<file path="src/rtl/cpu_bus_cycle_master.sv">
// 8088 maximum-mode bus initiator: turns simple requests into T1..T4 bus cycles
// with status/lock/address/data outputs, ready-driven wait states and a timeout.
module cpu_bus_cycle_master #(
  parameter int MIN_WAIT       = 0,
  parameter int TIMEOUT_CYCLES = 255
) (
  input  logic        clock,
  input  logic        reset,
  input  logic        req_valid,
  output logic        req_ready,
  input  logic [2:0]  req_status,
  input  logic [19:0] req_address,
  input  logic [7:0]  req_wdata,
  input  logic        req_lock,
  output logic        resp_valid,
  output logic [7:0]  resp_rdata,
  output logic        resp_error,
  output logic [2:0]  processor_status,
  output logic        processor_lock_n,
  output logic [19:0] cpu_address,
  output logic [7:0]  cpu_data_bus,
  input  logic        processor_ready,
  input  logic [7:0]  data_bus
);

  typedef enum logic [2:0] {IDLE, T1, T2, T3, TW, T4} state_t;

  localparam logic [2:0] ST_INTA  = 3'b000;
  localparam logic [2:0] ST_IOR   = 3'b001;
  localparam logic [2:0] ST_IOW   = 3'b010;
  localparam logic [2:0] ST_HALT  = 3'b011;
  localparam logic [2:0] ST_FETCH = 3'b100;
  localparam logic [2:0] ST_MEMR  = 3'b101;
  localparam logic [2:0] ST_MEMW  = 3'b110;
  localparam logic [2:0] ST_NONE  = 3'b111;

  localparam logic [3:0]  MIN_WAIT_W    = 4'(MIN_WAIT);
  localparam logic [16:0] TIMEOUT_LIMIT = 17'(TIMEOUT_CYCLES);

  state_t      state, state_d;
  logic [2:0]  code_q, code_d;
  logic        lock_q, lock_d;
  logic [3:0]  wait_q, wait_d;
  logic [15:0] tout_q, tout_d;
  logic [19:0] addr_d;
  logic [7:0]  wdata_d;
  logic        resp_valid_d;
  logic [7:0]  rdata_d;
  logic        error_d;
  logic [2:0]  status_d;
  logic        lock_n_d;
  logic        accept;
  logic        is_read;
  logic        bus_active_d;

  assign req_ready = (state == IDLE) || (state == T4);
  assign accept    = req_valid && req_ready;
  assign is_read   = (code_q == ST_INTA) || (code_q == ST_IOR) ||
                     (code_q == ST_FETCH) || (code_q == ST_MEMR);

  always_comb begin
    // NOTE: every variable gets a default first so no path leaves it unassigned and infers a latch.
    state_d      = state;
    code_d       = code_q;
    lock_d       = lock_q;
    wait_d       = wait_q;
    tout_d       = tout_q;
    addr_d       = cpu_address;
    wdata_d      = cpu_data_bus;
    resp_valid_d = 1'b0;
    rdata_d      = resp_rdata;
    error_d      = resp_error;

    case (state)
      IDLE, T4: begin
        state_d = IDLE;
        lock_d  = 1'b0;
        if (accept) begin
          case (req_status)
            ST_NONE: begin
              resp_valid_d = 1'b1;
              rdata_d      = 8'h00;
              error_d      = 1'b0;
            end
            ST_HALT: begin
              state_d = T1;
              code_d  = ST_HALT;
            end
            default: begin
              state_d = T1;
              code_d  = req_status;
              lock_d  = req_lock;
              addr_d  = req_address;
              if (req_status == ST_IOW || req_status == ST_MEMW) wdata_d = req_wdata;
            end
          endcase
        end
      end
      T1: begin
        if (code_q == ST_HALT) begin
          state_d      = IDLE;
          resp_valid_d = 1'b1;
          rdata_d      = 8'h00;
          error_d      = 1'b0;
        end else begin
          state_d = T2;
        end
      end
      T2: begin
        state_d = T3;
        wait_d  = 4'd0;
        tout_d  = 16'd0;
      end
      T3, TW: begin
        // Ready beats a simultaneous timeout once the minimum wait has elapsed.
        if (processor_ready && wait_q >= MIN_WAIT_W) begin
          state_d      = T4;
          resp_valid_d = 1'b1;
          rdata_d      = is_read ? data_bus : 8'h00;
          error_d      = 1'b0;
        end else if (TIMEOUT_LIMIT != 17'd0 && ({1'b0, tout_q} + 17'd1) >= TIMEOUT_LIMIT) begin
          state_d      = T4;
          resp_valid_d = 1'b1;
          rdata_d      = 8'hFF;
          error_d      = 1'b1;
        end else begin
          state_d = TW;
          wait_d  = (wait_q == 4'hF)     ? wait_q : wait_q + 4'd1;
          tout_d  = (tout_q == 16'hFFFF) ? tout_q : tout_q + 16'd1;
        end
      end
      default: state_d = IDLE;
    endcase

    // Outputs are registered from the next state so they line up with the bus phase.
    bus_active_d = (state_d == T1) || (state_d == T2) || (state_d == T3) || (state_d == TW);
    status_d     = bus_active_d ? code_d : ST_NONE;
    lock_n_d     = !(lock_d && (bus_active_d || state_d == T4));
  end

  always_ff @(posedge clock) begin
    // NOTE: non-blocking assignments so every register samples pre-edge values.
    if (reset) begin
      state            <= IDLE;
      code_q           <= ST_NONE;
      lock_q           <= 1'b0;
      wait_q           <= 4'd0;
      tout_q           <= 16'd0;
      cpu_address      <= 20'd0;
      cpu_data_bus     <= 8'd0;
      processor_status <= ST_NONE;
      processor_lock_n <= 1'b1;
      resp_valid       <= 1'b0;
      resp_rdata       <= 8'd0;
      resp_error       <= 1'b0;
    end else begin
      state            <= state_d;
      code_q           <= code_d;
      lock_q           <= lock_d;
      wait_q           <= wait_d;
      tout_q           <= tout_d;
      cpu_address      <= addr_d;
      cpu_data_bus     <= wdata_d;
      processor_status <= status_d;
      processor_lock_n <= lock_n_d;
      resp_valid       <= resp_valid_d;
      resp_rdata       <= rdata_d;
      resp_error       <= error_d;
    end
  end

endmodule
</file>
<file path="config.mk">
export PLATFORM = sky130hd
export DESIGN_NAME = cpu_bus_cycle_master
export DESIGN_NICKNAME = d
export VERILOG_FILES = /design/src/rtl/cpu_bus_cycle_master.sv
export SDC_FILE = /design/constraint.sdc
export NUM_CORES = 1
export LEC_CHECK = 0
export ABC_AREA = 1
export CORE_MARGIN = 1
export CORE_UTILIZATION = 40
export DETAILED_ROUTE_END_ITERATION = 10
export PLACE_DENSITY_LB_ADDON = 0.05
export SYNTH_ARGS = -nofsm -noshare
export SYNTH_HDL_FRONTEND = slang
export SYNTH_SLANG_ARGS = --single-unit
</file>
<file path="constraint.sdc">
create_clock -name clock -period 3.8 [get_ports clock]
set_input_delay 0.76 -clock clock [delete_from_list [all_inputs] [get_ports clock]]
set_output_delay 0.76 -clock clock [all_outputs]
set_load 0.05 [all_outputs]
</file>
==> out/results.txt, run 1 <==
Outcome -> complete, no violations
Req. time, crit path -> 3.04 ns
Sink Count -> 65
Syn_area_per_cell -> 6.90 sq um
Post-Syn Instances -> 440
Final Util -> 56.9%
Hold buffer count at CTS -> 0
Initial Util -> 41.6%
RePlAce Congestion -> 0.802
Switching Fraction -> 37.8%
Area delta synth->final -> 36.7%
Arrival time worst endpoint -> 1.93 ns
PortBufs -> 86
Crit-path cells -> inv_1, or2_2, nand2_1, inv_1, clkdlybuf4s50_1
Drc violations -> 0
Int Pwr -> 1.31 mW
Max Clock Skew -> 0.00922 ns
Slowest stage delay, CP -> 0.71 ns
Gr usage total -> 20.7%
Fin crit period -> 2.69 ns
Cell family with most CP delay -> buffers and inverters
Worst path bufs/invs -> 3
Post-CTS Setup Inserts -> 0
Top cell type's share of synthesized area -> 42.9%
CP Capture Type -> primary output
Final WL -> 7650 um
CTS tree -> done
Bufs on Longest Clock Path -> 2
FF-to-FF Start -> state[0]
Global route overflow -> 0
Maximum vdd drop -> 0.283 mV
RSZ-0062 raised after global routing -> no
Critical R2R Capture -> resp_rdata[7]
Hold Path Stages -> 2
Setup ws final -> 1.11 ns
Levels on crit path -> 5
DR WL/cell -> 12.2 um
R2R setup slack -> 1.51 ns
Relative max-transition margin -> 40.7%
Hold Vio Cnt, Final -> 0
Ant diodes -> 0
Reg2reg path depth -> 9
Cts bufs inserted -> 9
Root Driver -> clkbuf_8
First-pass DRT Iterations -> 4
Worst min path class -> flop to flop
CP Class -> flop to primary output
Dpl cell area -> 0.00396 sq mm
Pin slew with the least headroom to its limit -> 0.886 ns
Worst setup endpoint -> req_ready
Clock power share -> 27.0%
CTS H-tree lvls -> 3
Placement Rows -> 31
Sequential share of power -> 37.6%
NetSw -> 797 uW
Clock Latency Late Sink -> 0.33 ns
Die Footprint -> 0.00794 sq mm
Endpoints failing setup -> 0
Core box area -> 0.00729 sq mm
Global-route wire length before repair -> 12700 um
Max-cap viol count -> 0
CP Launch Type -> flop
YS warnings -> 0
Comb pwr share -> 35.4%
Netlist cell types -> 29
Slew Limit Fails -> 0
Post_cts resized -> 0
Period utilization -> 70.7%
Height of the die -> 89.1 um
Max Clk Rate -> 0.372 GHz
Initial antenna violation count -> 0
Slowest CP cell -> clkdlybuf4s50_1
Place WS -> 1.23 ns
Io pins -> 87
Fraction of layout instances using a drive strength above 1 -> 6.81%
Post-synthesis cell type with the largest combined area -> dfxtp_1
Syn nets -> 486
Synth area leaders -> dfxtp_1 43%, nand2_1 18%, a21oi_1 8.7%, nand3_1 7.1%, inv_1 4.8%
Vias -> 2987
Filler instances -> 739
Sequential fraction of the synthesis area -> 42.9%
Vias in the first global route -> 2804
Pwr/cell area -> 508 mW/mm^2
Syn Std Cell Area -> 0.00304 sq mm
Die width -> 89.1 um
Clk pin slew, worst setup/hold paths -> 0.07 ns
Crit Path Max Fanout -> 4
Dpl hpwl -> 5660 um
Largest net degree at the start of global routing -> 37
Starting DRT DRC Count -> 170
CP most frequent cell -> inv_1
Final nets -> 570
Leakage -> 1.65 nW
Design area -> 0.00415 sq mm
CP Launch Point -> state[0]
Vias/cell -> 4.76
Yosys reg bits -> 65
Post-route antenna net violation count -> 0
Sum Neg Setup Slack -> 0 ns
Total Power -> 2.11 mW
[placed cells by master, fill, tap and decap left out, types with 3 or more instances in the layout]
| cell type | Yosys | layout |
|---|---|---|
| nor2_2 | 4 | 4 |
| clkdlybuf4s50_1 | 0 | 85 |
| clkbuf_1 | 11 | 3 |
| nand2_4 | 4 | 4 |
| nor3_1 | 13 | 13 |
| nand3_1 | 43 | 43 |
| inv_1 | 39 | 39 |
| nand4_1 | 9 | 9 |
| a21oi_1 | 53 | 53 |
| nand3_2 | 3 | 3 |
| nor2_4 | 4 | 4 |
| nor2_1 | 29 | 29 |
| clkbuf_8 | 0 | 10 |
| dfxtp_1 | 65 | 65 |
| nand2_1 | 144 | 144 |
[how the worst min path moves through the flow]
stage	startpoint	to	slack (ns)
after floorplan	lock_q	lock_q	0.45
after global placement	cpu_data_bus[2]	cpu_data_bus[2]	0.45
after detailed placement	cpu_address[14]	cpu_address[14]	0.46
after CTS	cpu_data_bus[5]	cpu_data_bus[5]	0.46
after global routing	cpu_address[17]	cpu_address[17]	0.49
final	cpu_data_bus[3]	cpu_data_bus[3]	0.46
[cells in the mapped netlist (all sizes together)]
cell type	instances
ha	2
or2	1
nor2	38
nor3	13
a21oi	54
nand2	149
o32ai	1
nand3	46
xnor2	1
xor2	1
o21bai	1
dfxtp	65
o21ai	3
clkbuf	11
clkinv	1
inv	40
nand4	9
buf	4
[cell type report]
cell class	instances	area (sq um)	area share, %
Multi-Input combinational cell	319	1510	36.4
Sequential cell	65	1300	31.4
Timing Repair Buffer	88	871	21.0
Inverter	41	154	3.71
Clock buffer	13	149	3.59
Tap cell	99	124	2.98
Clock inverter	3	40.0	0.965
[worst min-delay path: stages (launching register included)]
cell and delay (ns):
dfxtp_1 0.31, nand2_1 0.06, a21oi_1 0.05
[flip-flops by register name, indices dropped and copies added (netlist names)]
register and flops:
resp_rdata 8, cpu_data_bus 8, state 3, lock_q 1
code_q 3, tout_q 16, processor_status 3, cpu_address 20
resp_valid 1, resp_error 1, processor_lock_n 1
[per-stage QoR]
stage	instances	hold WS, ns
final	628	0.462
after global routing	628	0.487
after CTS	628	0.465
after detailed placement	612	0.457
after global placement	612	0.449
after floorplan	440	0.448
[logic make-up (layout without fill, tap and decap cells)]
kind of cell             Yosys count  after routing  share of synthesized area [%]
AO/OA/AOI/OAI                     59             59                           10.1
XOR/XNOR                           2              2                          0.577
adder cells (fa/ha/maj)            2              2                          0.824
buffers and inverters             56            145                           7.37
flip-flops                        65             65                           42.9
AND/OR/NAND/NOR                  256            256                           38.3
[routing by layer]
| metal | up-vias | GRT usage [%] | part of all wire, % |
|---|---|---|---|
| li1 | 1590 | - | - |
| met3 | 8 | 6.65 | 6.4 |
| met1 | 1332 | 25.7 | 45 |
| met2 | 57 | 33.2 | 47 |
| met5 | - | 0 | 0 |
| met4 | 0 | 8.66 | 1.0 |
[power groups by stage]
stage               registers, mW  logic, mW  clock network [mW]
floorplan                   0.986      0.338                   0
global placement            0.806      0.746                   0
detailed placement          0.807      0.751                   0
CTS                         0.793      0.753               0.586
global route                0.801      0.821               0.612
finish                      0.793      0.746               0.569
No activity file was read; power rests on OpenSTA's default activity.
==> run 2: changes to the inputs <==
clock period = 2.6 ns   (was 3.8 ns; I/O delays follow)
==> run 2 against run 1 <==
Against the previous run:
- global-route usage down 0.17 points
- register-to-register slack worse by 1.2 ns
- utilization up 0.26 points
- cell count up 0.64%
- wire length up 0.64%
- non-clock buffer count up 5
- hold slack better by 0.0020 ns
- sequential power up 46%
- critical path depth unchanged
- critical path type unchanged
- largest power group unchanged
==> out/results.txt, run 2 (synthesis gave the netlist of run 1 again) <==
Vias/cell -> 4.80
PortBufs -> 86
Most flop-heavy register -> cpu_address
NetSw -> 1.20 mW
Most frequent cells in the layout -> 144 x nand2_1, 85 x clkdlybuf4s50_1, 65 x dfxtp_1, 53 x a21oi_1, 43 x nand3_1
Clock power share -> 24.8%
Commonest non-fill, non-tap cell in the layout -> nand2_1
Hold buffer count at CTS -> 0
Req. time, crit path -> 2.08 ns
Outcome -> complete, no violations
Max FFs per register -> 20
Fraction of layout instances using a drive strength above 1 -> 8.07%
Switching Fraction -> 39.7%
RePlAce Congestion -> 0.867
Sum Neg Setup Slack -> 0 ns
Final cell count without fillers -> 632
RSZ-0062 raised after global routing -> no
Hold Vio Cnt, Final -> 0
Filler instances -> 737
Post-CTS Setup Inserts -> 0
Crit-path cells -> inv_1, or2_2, nand2_1, inv_1, clkdlybuf4s50_1
Slowest stage delay, CP -> 0.72 ns
CP Capture Type -> primary output
Drc violations -> 0
Vias in the first global route -> 2816
Dpl hpwl -> 5740 um
Bufs on Longest Clock Path -> 2
Initial antenna violation count -> 0
Global-route wire length before repair -> 12500 um
Clk pin slew, worst setup/hold paths -> 0.08 ns
Max Clk Rate -> 0.408 GHz
DR WL/cell -> 12.2 um
Placement Rows -> 31
Height of the die -> 89.1 um
Place WS -> 0.377 ns
Final nets -> 575
Vias -> 3034
Io pins -> 87
Clock Latency Late Sink -> 0.33 ns
Global route overflow -> 0
CP Class -> flop to primary output
CP most frequent cell -> inv_1
CTS H-tree lvls -> 3
Die Footprint -> 0.00794 sq mm
Fin crit period -> 2.45 ns
Post_cts resized -> 0
Slew Limit Fails -> 0
Slowest CP cell -> clkdlybuf4s50_1
Setup ws final -> 0.148 ns
Dpl cells -> 617
Relative max-transition margin -> 54.0%
Core box area -> 0.00729 sq mm
Total Power -> 3.03 mW
Largest net degree at the start of global routing -> 36
Top Registers -> cpu_address (20), tout_q (16)
Arrival time worst endpoint -> 1.93 ns
Sequential share of power -> 38.2%
Max-cap viol count -> 0
CP Launch Type -> flop
Initial Util -> 41.6%
Starting DRT DRC Count -> 125
Int Pwr -> 1.83 mW
Area delta synth->final -> 37.3%
Period utilization -> 94.3%
Crit Path Max Fanout -> 4
Max Clock Skew -> 0.0116 ns
Comb pwr share -> 37.0%
Die width -> 89.1 um
Pwr/cell area -> 727 mW/mm^2
Cts bufs inserted -> 9
Final WL -> 7690 um
Pin slew with the least headroom to its limit -> 0.690 ns
Ant diodes -> 0
Post-route antenna net violation count -> 0
Worst min path class -> flop to flop
Leakage -> 1.66 nW
First-pass DRT Iterations -> 4
Gr usage total -> 20.5%
Maximum vdd drop -> 0.445 mV
CTS tree -> done
Root Driver -> clkbuf_8
Endpoints failing setup -> 0
Sink Count -> 65
-- run 2: metal layers --
layer / share of wire [%] / global-route usage, %
met4: 1.1 / 5.77
met3: 6.3 / 8.03
met5: 0 / 0
met2: 48 / 35.5
met1: 44 / 23.6
-- run 2: metrics by stage --
stage | hold slack, ns | cell area [sq um] | utilization [%]
floorplan | 0.448 | 3040 | -
global placement | 0.449 | 4000 | 54.8
detailed placement | 0.455 | 4000 | 54.8
CTS | 0.466 | 4170 | 57.2
global route | 0.487 | 4170 | 57.2
finish | 0.464 | 4170 | 57.2
-- run 2: layout make-up --
class | instances | area (sq um) | share of cell area [%]
Clock inverter | 5 | 32.5 | 0.780
Timing Repair Buffer | 93 | 908 | 21.8
Clock buffer | 10 | 138 | 3.30
Multi-Input combinational cell | 319 | 1510 | 36.3
Sequential cell | 65 | 1300 | 31.2
Inverter | 41 | 154 | 3.69
Tap cell | 99 | 124 | 2.97
-- run 2: worst max-delay path: cells and delay by family (launching register included) --
kind                   cells  cell delay [ns]
buffers and inverters      3             0.83
and+or+nand+nor            2             0.42
DFF                        1             0.34
-- run 2: power by group through the flow --
stage	registers [mW]	clock network, mW	logic [mW]
final	1.16	0.751	1.12
after global routing	1.17	0.822	1.22
after CTS	1.16	0.775	1.13
after detailed placement	1.18	0	1.13
after global placement	1.18	0	1.12
after floorplan	1.44	0	0.495
-- run 2: path summary, 6_finish.rpt --
kind         slack, ns              end  cells past startpoint             from
min reg2reg       0.46  cpu_data_bus[3]                      2  cpu_data_bus[3]
max               0.15        req_ready                      5         state[0]
min               0.46  cpu_data_bus[3]                      2  cpu_data_bus[3]
max reg2reg       0.36       tout_q[10]                     12        tout_q[1]
==> run 3: changes to the inputs <==
--- a/constraint.sdc
+++ b/constraint.sdc
@@ -3,2 +3,2 @@
 set_output_delay 0.52 -clock clock [all_outputs]
-set_load 0.05 [all_outputs]
+set_load 0.01 [all_outputs]
==> run 3 against run 2 <==
Against the previous run:
- critical path depth did not move
- clock power is 2% lower
- register-to-register slack gained 0.03 ns
- critical path type unchanged
- largest cell class unchanged
==> out/results.txt, run 3 (synthesis gave the netlist of run 1 again) <==
Cts bufs inserted -> 9
Hold WS -> 0.465 ns
Die width -> 89.1 um
Crit Path Max Fanout -> 4
RSZ-0062 raised after global routing -> no
Die Footprint -> 0.00794 sq mm
Dpl cells -> 617
Period utilization -> 85.0%
Root Driver -> clkbuf_8
Critical R2R Capture -> resp_rdata[5]
Slowest stage delay, CP -> 0.49 ns
Max FFs per register -> 20
Placement Rows -> 31
RePlAce Congestion -> 0.840
Req. time, crit path -> 2.08 ns
Final nets -> 575
Global route overflow -> 0
Reg2reg path depth -> 12
Top Registers -> cpu_address (20), tout_q (16)
Starting DRT DRC Count -> 98
Most flop-heavy register -> cpu_address
Worst min path class -> flop to flop
Post_cts resized -> 0
Cell family with most CP delay -> buffers and inverters
Largest net degree at the start of global routing -> 24
Max-cap viol count -> 0
Fraction of layout instances using a drive strength above 1 -> 8.24%
Filler instances -> 754
Fin crit period -> 2.21 ns
Post-CTS Setup Inserts -> 0
CTS H-tree lvls -> 3
Relative max-transition margin -> 69.8%
Area delta synth->final -> 37.3%
PortBufs -> 86
Vias -> 2994
Vias in the first global route -> 2770
Gr usage total -> 20.2%
Hold Crit Endpoint -> cpu_data_bus[4]
Slowest CP cell -> clkdlybuf4s50_1
Dpl hpwl -> 5700 um
Initial antenna violation count -> 0
First-pass DRT Iterations -> 5
Vias/cell -> 4.73
Sink Count -> 65
Min-delay src -> cpu_data_bus[4]
Bufs on Longest Clock Path -> 2
Endpoints failing setup -> 0
Clk pin slew, worst setup/hold paths -> 0.07 ns
Ant diodes -> 0
Drc violations -> 0
Height of the die -> 89.1 um
Crit-path cells -> inv_1, or2_2, nand2_1, inv_1, clkdlybuf4s50_1
Hold buffer count at CTS -> 0
Max Clock Skew -> 0.00698 ns
R2R setup slack -> 0.39 ns
Maximum vdd drop -> 0.387 mV
Arrival time worst endpoint -> 1.69 ns
Initial Util -> 41.6%
Global-route wire length before repair -> 12300 um
Worst path bufs/invs -> 3
Slew Limit Fails -> 0
FF-to-FF Start -> tout_q[1]
Core box area -> 0.00729 sq mm
Pin slew with the least headroom to its limit -> 0.453 ns
Max Clk Rate -> 0.452 GHz
Final cell count without fillers -> 633
CP Launch Type -> flop
CP most frequent cell -> inv_1
Outcome -> complete, no violations
Io pins -> 87
Clock Latency Late Sink -> 0.34 ns
Hold Vio Cnt, Final -> 0
CP Capture Type -> primary output
Sum Neg Setup Slack -> 0 ns
DR WL/cell -> 12.0 um
CTS tree -> done
Pwr/cell area -> 659 mW/mm^2
Final WL -> 7630 um
CP Class -> flop to primary output
Hold Path Stages -> 2
Leakage -> 1.66 nW
Most frequent cells in the layout -> 144 x nand2_1, 85 x clkdlybuf4s50_1, 65 x dfxtp_1, 53 x a21oi_1, 43 x nand3_1
Commonest non-fill, non-tap cell in the layout -> nand2_1
Post-route antenna net violation count -> 0
-- run 3: per-layer routing --
layer  part of all wire [%]  wire length [um]  global-route usage, %
met5                      0                 0                      0
met4                   0.66                50                   6.64
met3                    6.6               507                   8.13
met2                     49              3700                   33.9
met1                     44              3370                   23.7
-- run 3: metrics by stage --
stage	power (mW)	worst slack [ns]	instance area, sq um	util [%]
after floorplan	1.67	0.742	3040	-
final	2.75	0.389	4170	57.2
after global placement	2.04	0.477	4000	54.8
after CTS	2.79	0.355	4170	57.2
after global routing	2.94	0.136	4170	57.2
after detailed placement	2.04	0.422	4000	54.8
-- run 3: worst max path at each step --
stage                               end  startpoint  cells after the start  slack, ns
floorplan           processor_status[0]   tout_q[1]                     12       0.74
global placement              tout_q[0]   tout_q[0]                     12       0.48
detailed placement            tout_q[0]   tout_q[1]                     12       0.42
CTS                           req_ready    state[0]                      5       0.35
global route              resp_rdata[7]   tout_q[1]                     12       0.14
finish                        req_ready    state[0]                      5       0.39
-- run 3: worst min-delay path: cells and delay by family (launching register included) --
kind | cells | cell delay, ns
compound gates | 1 | 0.05
flops | 1 | 0.31
simple gates | 1 | 0.06
-- run 3: layout make-up --
| type | instances | area, sq um | share of cell area, % |
|---|---|---|---|
| multi-input combinational | 319 | 1510 | 36.2 |
| sequential | 65 | 1300 | 31.2 |
| timing repair buffer | 93 | 908 | 21.8 |
| inverter | 41 | 154 | 3.69 |
| clock buffer | 9 | 124 | 2.97 |
| tap | 99 | 124 | 2.97 |
| clock inverter | 7 | 47.5 | 1.14 |
-- run 3: power by group --
part	leakage [nW]	total, mW	switching, mW	internal, mW
logic	1.05	0.854	0.489	0.365
registers	0.528	1.16	0.0562	1.10
clock network	0.0850	0.738	0.395	0.343
total	1.66	2.75	0.941	1.81
